### src/rtl/brom_loader.sv
// Boot-ROM image loader: streams 256 bytes into boot RAM, holds the CPU in reset until the image is complete.
// Define BROM_CHECKSUM_EN to require a trailing checksum byte after the image.
module brom_loader #(
    parameter logic [15:0] IDLE_TIMEOUT = 16'd50000
) (
    input  logic        clk,
    input  logic        rst_n,
    input  logic [7:0]  s_data,
    input  logic        s_valid,
    output logic        s_ready,
    output logic        ram_we,
    output logic [7:0]  ram_a,
    output logic [7:0]  ram_d,
    input  logic [15:0] bus_a,
    input  logic        bus_wr,
    input  logic [7:0]  bus_din,
    output logic        done,
    output logic        cpu_rst_n,
    output logic        brom_en,
    output logic [1:0]  err
);

    typedef enum logic [1:0] {LOAD, CSUM, DONE} state_t;

    state_t      state_q, state_d;
    logic [7:0]  idx_q, idx_d;
    logic [7:0]  sum_q, sum_d;
    logic [15:0] cnt_q, cnt_d;
    logic [1:0]  err_q, err_d;
    logic        s_ready_q, done_q, brom_en_q;
    logic        xfer, waiting, tmo;
    logic [7:0]  sum_c;

    // s_ready lags the state by one edge, so the DONE cycle must be masked here
    assign xfer = s_valid && s_ready_q && (state_q != DONE);
`ifdef BROM_CHECKSUM_EN
    assign waiting = (state_q == LOAD && idx_q != 8'd0) || state_q == CSUM;
`else
    assign waiting = state_q == LOAD && idx_q != 8'd0;
`endif
    assign tmo   = waiting && !xfer && (cnt_q == IDLE_TIMEOUT - 16'd1);
    assign sum_c = sum_q + s_data;

    always_comb begin
        state_d = state_q;
        idx_d   = idx_q;
        sum_d   = sum_q;
        cnt_d   = cnt_q;
        err_d   = err_q;
        if (xfer) begin
            cnt_d = 16'd0;
            case (state_q)
                LOAD: begin
                    idx_d = idx_q + 8'd1;
                    sum_d = sum_c;
                    if (idx_q == 8'hFF) begin
`ifdef BROM_CHECKSUM_EN
                        state_d = CSUM;
`else
                        state_d = DONE;
`endif
                    end
                end
`ifdef BROM_CHECKSUM_EN
                CSUM: begin
                    if (sum_c == 8'd0) begin
                        state_d = DONE;
                    end else begin
                        err_d[0] = 1'b1;
                        sum_d    = 8'd0;
                        idx_d    = 8'd0;
                        state_d  = LOAD;
                    end
                end
`endif
                default: ;
            endcase
        end else if (tmo) begin
            err_d[1] = 1'b1;
            idx_d    = 8'd0;
            sum_d    = 8'd0;
            cnt_d    = 16'd0;
            state_d  = LOAD;
        end else if (waiting) begin
            cnt_d = cnt_q + 16'd1;
        end
    end

    always_ff @(posedge clk or negedge rst_n) begin
        if (!rst_n) begin
            state_q   <= LOAD;
            idx_q     <= 8'd0;
            sum_q     <= 8'd0;
            cnt_q     <= 16'd0;
            err_q     <= 2'b00;
            s_ready_q <= 1'b0;
            done_q    <= 1'b0;
            brom_en_q <= 1'b1;
            ram_we    <= 1'b0;
            ram_a     <= 8'd0;
            ram_d     <= 8'd0;
        end else begin
            state_q   <= state_d;
            idx_q     <= idx_d;
            sum_q     <= sum_d;
            cnt_q     <= cnt_d;
            err_q     <= err_d;
            s_ready_q <= state_q != DONE;
            done_q    <= state_q == DONE;
            ram_we    <= xfer && state_q == LOAD;
            if (xfer && state_q == LOAD) begin
                ram_a <= idx_q;
                ram_d <= s_data;
            end
            if (bus_wr && bus_a == 16'hFF50 && bus_din != 8'd0 && done_q)
                brom_en_q <= 1'b0;
        end
    end

    assign s_ready   = s_ready_q;
    assign done      = done_q;
    assign cpu_rst_n = done_q;
    assign brom_en   = brom_en_q;
    assign err       = err_q;

endmodule

### config.mk
export PLATFORM = sky130hd
export DESIGN_NAME = brom_loader
export DESIGN_NICKNAME = d
export VERILOG_FILES = /design/src/rtl/brom_loader.sv
export SDC_FILE = /design/constraint.sdc
export NUM_CORES = 1
export LEC_CHECK = 0
export ABC_CLOCK_PERIOD_IN_PS = 3400
export BUFFER_PORTS_ARGS = -buffer_cell sky130_fd_sc_hd__buf_2
export CELL_PAD_IN_SITES_DETAIL_PLACEMENT = 1
export CELL_PAD_IN_SITES_GLOBAL_PLACEMENT = 1
export CORE_ASPECT_RATIO = 0.6
export CORE_MARGIN = 8
export CORE_UTILIZATION = 42
export DETAILED_ROUTE_END_ITERATION = 6
export GPL_TIMING_DRIVEN = 0
export MAX_ROUTING_LAYER = met4
export PLACE_DENSITY_LB_ADDON = 0.1
export SYNTH_ARGS = -nofsm -noshare
export SYNTH_HDL_FRONTEND = slang
export SYNTH_SLANG_ARGS = --single-unit
### constraint.sdc
create_clock -name clk -period 3.4 [get_ports clk]
set_clock_uncertainty 0.2 [all_clocks]
set_input_delay 0.34 -clock clk [delete_from_list [all_inputs] [get_ports clk]]
set_output_delay 0.34 -clock clk [all_outputs]
set_load 0.02 [all_outputs]
# ---- Word level (Yosys, flattened, before mapping)
# Index checks and enable logic that the tools add are counted.
dict set report totals {
  regBits 47
  input_bits 36
  output_inout_bits 23
}
dict set report classes {
  addsub 2
  n_eq_ne 7
  mux 10
  n_bitwise 1
  reduce_logical 18
}
# operator n
set op_table {}
lappend op_table {{16-bit 2-to-1 mux} 3}
lappend op_table {{16-bit equality test (second input constant)} 2}
lappend op_table {{8-bit 2-to-1 mux} 3}
lappend op_table {{16-bit by 1-bit adder with 16-bit output (second input constant)} 1}
lappend op_table {{8-bit nonzero test} 2}
lappend op_table {{1-bit logical AND} 9}
lappend op_table {{8-bit by 1-bit adder with 8-bit output (second input constant)} 1}
lappend op_table {{8-bit equality test (second input constant)} 1}
lappend op_table {{2-bit 2-to-1 mux} 4}
lappend op_table {{2-bit by 1-bit != test with 1-bit output (second input constant)} 2}
lappend op_table {{2-bit AND reduction} 2}
lappend op_table {{3-bit AND reduction} 1}
lappend op_table {{3-bit nonzero test} 1}
lappend op_table {{2-bit equality test (second input constant)} 1}
lappend op_table {{2-bit zero test} 1}
lappend op_table {{2-bit != test (second input constant)} 1}
lappend op_table {{2-bit nonzero test} 1}
lappend op_table {{1-bit zero test} 1}
lappend op_table {{1-bit inverter} 1}

# ---- Logic depth before layout (Yosys ltp)
# Gate-level depths: netlist of the first run.
dict set report logic_depth {
  depth_word 7
  mapped_depth 8
  depth_no_buf 6
}

# ---- Worst setup path after synthesis of the first run
# Ideal clock, no wire load.
dict set report synth_timing {
  kind {flip-flop to flip-flop}
  startpoint {register idx_q[0]}
  endpoint {register cnt_q[10]}
  t_arrival_ns 1.593
  required_time_ns 3.122
  path_slack_ns 1.529
  stages_incl_launch_ff 7
  synth_period_minus_slack_ns 1.871
  path_cell_list {dfrtp_1 inv_1 ha_1 nor4b_2 a21o_2 or4_1 a21oi_1}
}
dict set report synth_via {
  elab_chain_cells 6
  word_cells_on_any_way 7
}
# item line
set synth_lines {}
lappend synth_lines {{start: declaration} 26} ;# logic [7:0] idx_q, idx_d;
lappend synth_lines {{start signal: assignment} 104} ;# idx_q <= idx_d;
lappend synth_lines {{8-bit nonzero test *} 39} ;# assign waiting = state_q == LOAD && idx_q != 8'd0;
lappend synth_lines {{1-bit logical AND *} 39}
lappend synth_lines {{1-bit logical AND (2 in a row)} 41} ;# assign tmo = waiting && !xfer && (cnt_q == IDLE_TIMEOUT - 16'd1);
lappend synth_lines {{16-bit 2-to-1 mux} 78} ;# end else if (tmo) begin
lappend synth_lines {{16-bit 2-to-1 mux} 50} ;# if (xfer) begin
lappend synth_lines {{end signal: assignment} 106} ;# cnt_q <= cnt_d;
lappend synth_lines {{end: declaration} 28} ;# logic [15:0] cnt_q, cnt_d;
# Every way passes the cells marked *; elsewhere a longest branch is shown, timed or not.
# A chain may end at the register's enable or synchronous reset.

# ---- Final worst setup path of the first run
dict set report layout_timing {
  startpoint {register idx_q[0]}
  endpoint {register cnt_q[15]}
}
# The elaborated chain is that of the path after synthesis.

==> results_dict.tcl, run 1 <==
set metrics [dict create \
    slew_violations 0 \
    gp_congestion 0.832 \
    synth.distinct_cells 46 \
    initial_core_util_pct 42.7 \
    routed_wirelength_mm 6.92 \
    grt-busiest-layer "met2" \
    grt_pass1_vias 2206 \
    ys.flop_type "dfrtp_1" \
    core_area_um2 5470 \
    areaGrowthSynthToFinish_pct 19.3 \
    gr-total-overflow 0 \
    cts_resized 0 \
    async_flop_share_pct 100 \
    maxCapViolCount 0 \
    ant_nets 0 \
    ys.warnings.count 0 \
    final_cell_mix "71 x nand2_1, 59 x buf_2, 45 x dfrtp_1" \
    rsz0062_at_grt "no" \
    path_buf_inv 3 \
    grt_use_total_pct 17.6 \
    grt_pass1_wl_mm 11.2 \
    wire_per_inst_um 17.8 \
    nFillCells 658 \
    cts_max_level 2 \
    die_w_um 112 \
    max_stage_delay_ns 0.42 \
    ir_drop_uv 149 \
    hp-class "in2async" \
    ys_seq_area_share_pct 49.4 \
    avgSynthCellArea_um2 9.11 \
    num_rows 21 \
    worst-setup-path-type "reg2reg" \
    boundaryPins 59 \
    p_leak_uw 0.00136 \
    die-area_um2 8270 \
    setup_viol 0 \
    worst_path_dominant_cell_family "buffers and inverters" \
    cts_buffer_depth 2 \
    final_common_cell "nand2_1" \
    drive_gt1_share_pct 26.3 \
    tightest_slew_ns 1.04 \
    grt_max_degree 47 \
    whs_ns 0.0144 \
    grtUsageMet1_pct 23.0 \
    path_clk_slew_ns 0.08 \
    path_max_fanout 10 \
    via_per_inst 5.61 \
    slew_headroom_pct 30.7 \
    holdBufCountCts 0 \
    dr.pass1.iters 4 \
    num_antenna_cells 0 \
    cts_root_buffer "clkbuf_8" \
    die-height_um 73.7 \
    status "finished clean" \
    final_net_count 359 \
    synth_cells 256 \
    first_iter_violations 64 \
    hpwl_mm 5.19 \
    crit_path_start_kind "flip-flop" \
    numCtsBuffers 5 \
    path_cells "inv_1, ha_1, nor4b_2, a21o_2, clkbuf_8, buf_2, a21oi_1, o21ai_0" \
    use_met3_pct 5.09 \
    critPathRequiredTime_ns 3.42 \
    power-per-cell-area_nw_per_um2 325 \
    synth_edf_count 0 \
    io_buffers 57 \
    synth_area_leaders "dfrtp_1 48%, nand2_1 11%, a21oi_1 4.1%" \
    antenna_found_initial 0 \
    cts_tree "done" \
    crit_path_end_kind "flip-flop" \
    synth_seq_cells 46 \
    hold_viol_final 0 \
    dr_total_vias 2183 \
    arrival_ns 2.35 \
    synth_top_area_share_pct 48.3 \
    synth_area_um2 2330 \
    fin_crit_sh_pct 68.5 \
    totalNegativeSetupSlack_ns 0 \
    gr-usage-met2_pct 25.9 \
    postCtsSetupRepairBufs 0 \
    clk_latency_ns 0.30 \
    synth_largest_area_cell "dfrtp_1" \
    cts.sinks 46 \
    fmax_ghz 0.429 \
    critPathSlowestCell "dfrtp_1" \
    syn_nets 295 \
    drc 0 \
    layout_min_cycle_time_ns 2.33 \
]
==> sequential cells by signal, summed over array words and instances, names as in the netlist <==
name       flops
ram_a          8
ram_we         1
cnt_q         16
state_q        1
idx_q          8
brom_en        1
s_ready        1
ram_d          8
cpu_rst_n      1
err            1
==> routing by layer <==
| metal | part of all wire [%] | vias to the layer above |
|---|---|---|
| li1 | - | 1036 |
| met5 | 0 | - |
| met1 | 50 | 1069 |
| met3 | 7.1 | 10 |
| met4 | 1.3 | 0 |
| met2 | 41 | 68 |
==> Yosys cell counts, drive strengths merged, types with 3 or more instances <==
library cell,instances
nor4,3
nand4bb,5
inv,7
o31ai,3
buf,4
ha,3
nand4,8
or3,5
nand2,71
nand3,8
o21ai,16
a31oi,3
nor3,3
or4,5
dfrtp,45
a21oi,19
nor2,12
clkbuf,9
==> final timing paths <==
check	end	cells past startpoint	start	slack, ns
max	cnt_q[15]	8	idx_q[0]	1.07
min	cnt_q[1]	1	rst_n	0.01
max reg2reg	cnt_q[15]	8	idx_q[0]	1.07
min reg2reg	brom_en	1	brom_en	0.27
max in group asynchronous	idx_q[5]	1	rst_n	2.35
min in group clk	ram_d[3]	3	s_data[3]	0.02
==> kinds of logic after synthesis <==
kind of cell	synth area share [%]
AOI/OAI and AO/OA	13.7
xor gates and xnor gates	0.376
adders and majority gates	1.61
buffers and inverters	5.36
DFF	49.4
other	0.161
and+or+nand+nor	29.4
==> layout make-up <==
type / instances / area [um2] / area share [%]
Buffer: 13 / 98.8 / 3.55
Clock buffer: 5 / 68.8 / 2.47
Clock inverter: 2 / 10.0 / 0.360
Inverter: 7 / 26.3 / 0.944
Multi-Input combinational cell: 190 / 1050 / 37.9
Sequential cell: 46 / 1150 / 41.4
Tap cell: 69 / 86.3 / 3.10
Timing Repair Buffer: 57 / 285 / 10.3
==> power by group <==
group          switching, uW  total, uW  internal, uW
clock network            185        323           138
registers                  0        547           547
logic                   17.9       33.7          15.8
total                    203        904           701
==> metrics by stage <==
stage                     instances  power [uW]  utilization, %  setup slack, ns  area (um2)
final                           389         904            50.9             1.07        2780
after global routing            389         938            50.9            0.930        2780
after CTS                       389         916            50.9             1.08        2780
after detailed placement        382         592            49.5             1.08        2700
after global placement          382         591            49.5             1.20        2700
after floorplan                 256         561               -             1.53        2330
Note: power is estimated with default switching activity, not from simulation.
==> run 2, diff against run 1 <==
--- a/config.mk
+++ b/config.mk
@@ -5,13 +5,13 @@
 export SDC_FILE = /design/constraint.sdc
 export NUM_CORES = 1
 export LEC_CHECK = 0
-export ABC_CLOCK_PERIOD_IN_PS = 3400
+export ABC_CLOCK_PERIOD_IN_PS = 2380
 export BUFFER_PORTS_ARGS = -buffer_cell sky130_fd_sc_hd__buf_2
 export CELL_PAD_IN_SITES_DETAIL_PLACEMENT = 1
 export CELL_PAD_IN_SITES_GLOBAL_PLACEMENT = 1
 export CORE_ASPECT_RATIO = 0.6
 export CORE_MARGIN = 8
-export CORE_UTILIZATION = 42
+export CORE_UTILIZATION = 39
 export DETAILED_ROUTE_END_ITERATION = 6
 export GPL_TIMING_DRIVEN = 0
 export MAX_ROUTING_LAYER = met4
==> constraint.sdc (replaced) <==
create_clock -name clk -period 2.38 [get_ports clk]
set_clock_uncertainty 0.2 [all_clocks]
set_input_delay 0.238 -clock clk [delete_from_list [all_inputs] [get_ports clk]]
set_output_delay 0.238 -clock clk [all_outputs]
set_load 0.02 [all_outputs]
==> run 2 against run 1 <==
Against the previous run:
- first-iteration DRC count is 63% higher
- register-to-register slack lost 0.88 ns
- via count down 0.78%
- critical path depth unchanged
- core utilization is 1.5 points higher
- clock power grew 120%
- routed wire length rose by 1.3%
- global-route usage is 1.1 points lower
- flip-flop and latch count unchanged
- worst hold slack gained 0.043 ns
- setup slack got worse by 0.88 ns
- maximum frequency grew 6.3%
- critical endpoint is now cnt_q[14]
- largest cell class unchanged
- largest power group unchanged
- highest routed layer unchanged
==> results_dict.tcl, run 2 (synthesis results as in run 1) <==
set metrics [dict create \
    first_iter_violations 104 \
    layout_min_cycle_time_ns 2.19 \
    min_to "brom_en" \
    core_area_um2 5680 \
    critPathRequiredTime_ns 2.39 \
    hold_viol_final 0 \
    setup_viol 0 \
    power-per-cell-area_nw_per_um2 526 \
    cts_buffer_depth 2 \
    final_cell_mix "71 x nand2_1, 59 x buf_2, 45 x dfrtp_1" \
    ir_drop_uv 288 \
    grtUsageMet1_pct 22.4 \
    die-height_um 75.9 \
    drive_gt1_share_pct 26.4 \
    rrSetupSlack_ns 0.19 \
    wire_per_inst_um 17.0 \
    initial_core_util_pct 41.1 \
    routed_wirelength_mm 7.01 \
    final_net_count 371 \
    hpwl_mm 4.96 \
    r2r_cells 8 \
    worst-setup-path-type "reg2reg" \
    whs_ns 0.0572 \
    totalNegativeSetupSlack_ns 0 \
    boundaryPins 59 \
    cts_resized 0 \
    slew_headroom_pct 30.5 \
    path_clk_slew_ns 0.09 \
    status "finished clean" \
    reg2reg_from "idx_q[0]" \
    grt_max_degree 47 \
    min_path_cells 3 \
    clk_latency_ns 0.30 \
    gp_congestion 0.841 \
    fin_crit_sh_pct 92.2 \
    r2r-end "cnt_q[14]" \
    cts_tree "done" \
    fmax_ghz 0.456 \
    cts_max_level 2 \
    rsz0062_at_grt "no" \
    arrival_ns 2.20 \
    hp-class "in2reg" \
    grt-busiest-layer "met2" \
    path_max_fanout 10 \
    areaGrowthSynthToFinish_pct 27.5 \
    crit_path_end_kind "flip-flop" \
    tightest_slew_ns 1.04 \
    crit_path_start "idx_q[0]" \
    die_w_um 116 \
    die-area_um2 8790 \
    dr.pass1.iters 4 \
    dr_total_vias 2166 \
    gr-total-overflow 0 \
    grt_use_total_pct 16.4 \
    gr-usage-met2_pct 23.9 \
    drc 0 \
    slew_violations 0 \
    grt_pass1_vias 2264 \
    io_buffers 57 \
    num_antenna_cells 0 \
    antenna_found_initial 0 \
    final_common_cell "nand2_1" \
    largest_reg_flops 16 \
    p_leak_uw 0.00144 \
    hp-start "bus_a[15]" \
    num_rows 21 \
    use_met3_pct 5.14 \
    maxCapViolCount 0 \
    grt_pass1_wl_mm 11.4 \
    via_per_inst 5.24 \
    crit_path_start_kind "flip-flop" \
    cts.sinks 46 \
    cts_root_buffer "clkbuf_8" \
    multi_input_area_um2 1050 \
    ff_latch_area_um2 1150 \
    nFillCells 681 \
    largest_register "cnt_q" \
    ant_nets 0 \
    numCtsBuffers 5 \
]
## run 2: final cells by class
type,count,share of cell area (%)
tap,80,3.37
clock buffer,6,2.78
timing repair buffer,69,13.4
clock inverter,2,2.02
sequential,46,38.8
buffer,13,3.32
multi-input combinational,190,35.5
inverter,7,0.884
## run 2: per-stage QoR
step | util [%] | instances | area [um2] | setup WS [ns] | power, uW
after global placement | 47.9 | 393 | 2720 | 0.179 | 845
final | 52.4 | 413 | 2970 | 0.187 | 1560
after global routing | 52.4 | 413 | 2970 | 0.0220 | 1610
after floorplan | - | 256 | 2330 | 0.509 | 802
after CTS | 52.0 | 410 | 2950 | 0.0908 | 1580
after detailed placement | 47.9 | 393 | 2720 | 0.139 | 846
## run 2: routing by layer
| metal | up-vias | wire length (um) |
|---|---|---|
| met5 | - | 0 |
| met4 | 0 | 27 |
| met3 | 4 | 671 |
| met2 | 72 | 2800 |
| met1 | 1033 | 3510 |
| li1 | 1057 | - |
## run 2: repair_timing
action | 4_1_cts | 5_1_grt
hold buffers | 9 | 0
buffers inserted | 0 | 3
endpoints found under the hold margin | 53 | 0
setup endpoints to repair | 0 | 8
## run 2: power breakdown
group	total, uW	internal [uW]	switching, uW
clock	724	448	276
combinational	59.2	32.1	27.2
sequential	781	781	0
total	1560	1260	304
## run 2: worst max-delay path by stage
| stage | end | depth (start not counted) |
|---|---|---|
| after floorplan | cnt_q[10] | 6 |
| after global placement | cnt_q[2] | 8 |
| after detailed placement | cnt_q[15] | 8 |
| after CTS | cnt_q[14] | 8 |
| after global routing | cnt_q[2] | 8 |
| final | cnt_q[14] | 8 |
## run 2: critical path, stage by stage, from the launching register on
cell and delay [ns]:
dfrtp_1 0.41, inv_1 0.12, ha_1 0.18, nor4b_2 0.29
a21o_2 0.21, clkbuf_8 0.17, buf_2 0.25, a21oi_1 0.06
o21ai_0 0.20
==> run 3, diff against run 2 <==
==> constraint.sdc (replaced) <==
create_clock -name clk -period 2.38 [get_ports clk]
set_clock_uncertainty 0.2 [all_clocks]
set_input_delay 0.119 -clock clk [delete_from_list [all_inputs] [get_ports clk]]
set_output_delay 0.119 -clock clk [all_outputs]
set_load 0.02 [all_outputs]
==> run 3 against run 2 <==
Against the previous run:
- cell area rose by 1.0%
- cell count rose by 0.73%
- register-to-register slack barely moved
- setup slack got worse by 0.016 ns
- via count rose by 1.4%
- maximum frequency fell by 0.75%
- clock-buffer cell count did not move
- non-clock buffer count rose by 3
- clock power barely moved
- worst hold slack improved by 0.060 ns
- power rose by 0.12%
- core utilization rose by 0.53 points
- largest cell class unchanged
- highest routed layer unchanged
==> results_dict.tcl, run 3 (synthesis results as in run 1) <==
set metrics [dict create \
    layout_min_cycle_time_ns 2.21 \
    initial_core_util_pct 41.1 \
    p_leak_uw 0.00145 \
    power-per-cell-area_nw_per_um2 522 \
    arrival_ns 2.24 \
    cts_root_buffer "clkbuf_8" \
    r2r_cells 8 \
    internal_power_uw 1260 \
    first_iter_violations 82 \
    io_buffers 57 \
    slew_violations 0 \
    die-area_um2 8790 \
    die-height_um 75.9 \
    critPathCapture "brom_en" \
    tightest_slew_ns 1.04 \
    grt_pass1_vias 2280 \
    crit_path_start "bus_a[15]" \
    num_rows 21 \
    final_common_cell "nand2_1" \
    wire_per_inst_um 17.0 \
    final_cell_mix "71 x nand2_1, 59 x buf_2, 45 x dfrtp_1" \
    setup_viol 0 \
    final_net_count 374 \
    p_total_uw 1570 \
    fin_crit_sh_pct 92.8 \
    ant_nets 0 \
    maxCapViolCount 0 \
    hold_viol_final 0 \
    gp_congestion 0.841 \
    drc 0 \
    slew_headroom_pct 30.6 \
    core_area_um2 5680 \
    power_frac_comb_pct 3.9 \
    drive_gt1_share_pct 26.2 \
    die_w_um 116 \
    ir_drop_uv 286 \
    cts_max_level 2 \
    num_antenna_cells 0 \
    grt_max_degree 47 \
    rrSetupSlack_ns 0.19 \
    dr_total_vias 2197 \
    path_max_fanout 1 \
    worst-setup-path-type "in2reg" \
    critPathRequiredTime_ns 2.41 \
    pwr-share-seq_pct 49.8 \
    crit_path_end_kind "flip-flop" \
    cts_buffer_depth 2 \
    fmax_ghz 0.453 \
    crit_path_start_kind "input port" \
    p_sw_uw 304 \
    numCtsBuffers 5 \
    reg2reg_from "idx_q[0]" \
    via_per_inst 5.28 \
    p_sw_share_pct 19.4 \
    rsz0062_at_grt "no" \
    largest_register "cnt_q" \
    gr-total-overflow 0 \
    antenna_found_initial 0 \
    grt_use_total_pct 16.7 \
    grt_pass1_wl_mm 11.5 \
    largest_reg_flops 16 \
    boundaryPins 59 \
    routed_wirelength_mm 7.07 \
    cts_tree "done" \
    clockPowerShare_pct 46.2 \
    hp-class "in2reg" \
    areaGrowthSynthToFinish_pct 28.8 \
    status "finished clean" \
    clk_latency_ns 0.30 \
    hpwl_mm 4.96 \
    r2r-end "cnt_q[14]" \
    totalNegativeSetupSlack_ns 0 \
    hp-start "s_valid" \
    cts.sinks 46 \
    dr.pass1.iters 4 \
    path_clk_slew_ns 0.09 \
]
-- run 3: timing repair --
item / in CTS / in global routing
endpoints found under the hold margin: 54 / 0
hold buffers: 12 / 0
buffers inserted: 0 / 3
resized for setup: 0 / 0
setup endpoints to repair: 0 / 8
-- run 3: area by class of cell --
type	instances	area, um2
multi-input combinational	190	1050
fill	676	2670
sequential	46	1150
timing repair buffer	72	428
inverter	7	26.3
tap	80	100
buffer	13	98.8
clock buffer	6	82.6
clock inverter	2	60.1
-- run 3: worst min path at each step --
| stage | endpoint | slack (ns) | cells past startpoint |
|---|---|---|---|
| finish | idx_q[5] | 0.12 | 5 |
| global route | idx_q[5] | 0.16 | 5 |
| CTS | idx_q[5] | 0.11 | 5 |
| detailed placement | ram_d[1] | 0.11 | 3 |
| global placement | ram_d[0] | 0.11 | 3 |
| floorplan | cnt_q[0] | -0.38 | 0 |
-- run 3: power by group through the flow --
stage	Combinational (uW)	Clock, uW	Sequential, uW
floorplan	5.12	0	797
global placement	48.6	0	796
detailed placement	49.2	0	796
CTS	62.8	743	781
global route	69.2	766	781
finish	61.8	724	781
-- run 3: metal layers --
metal | vias to the layer above | GRT usage (%) | wire, um
met5 | - | - | 0
met4 | 0 | 1.93 | 27
met3 | 4 | 4.83 | 633
met2 | 70 | 24.2 | 2850
met1 | 1058 | 23.0 | 3560
li1 | 1065 | - | -
-- run 3: worst max-delay path, stage by stage --
cell	delay (ns)
dlygate4sd3_1	0.52
buf_2	0.10
nand4_1	0.06
dlygate4sd3_1	0.57
o41a_1	0.30
dlygate4sd3_1	0.57
-- run 3: per-stage QoR --
step | area [um2] | cells | worst slack [ns] | util, % | hold WS [ns]
2_1_floorplan | 2330 | 256 | 0.509 | - | -0.377
3_3_place_gp | 2720 | 393 | 0.179 | 47.9 | 0.108
3_5_place_dp | 2720 | 393 | 0.139 | 47.9 | 0.114
4_1_cts | 2980 | 413 | 0.0908 | 52.5 | 0.105
5_1_grt | 3000 | 416 | 0.0219 | 52.9 | 0.157
6_report | 3000 | 416 | 0.170 | 52.9 | 0.117
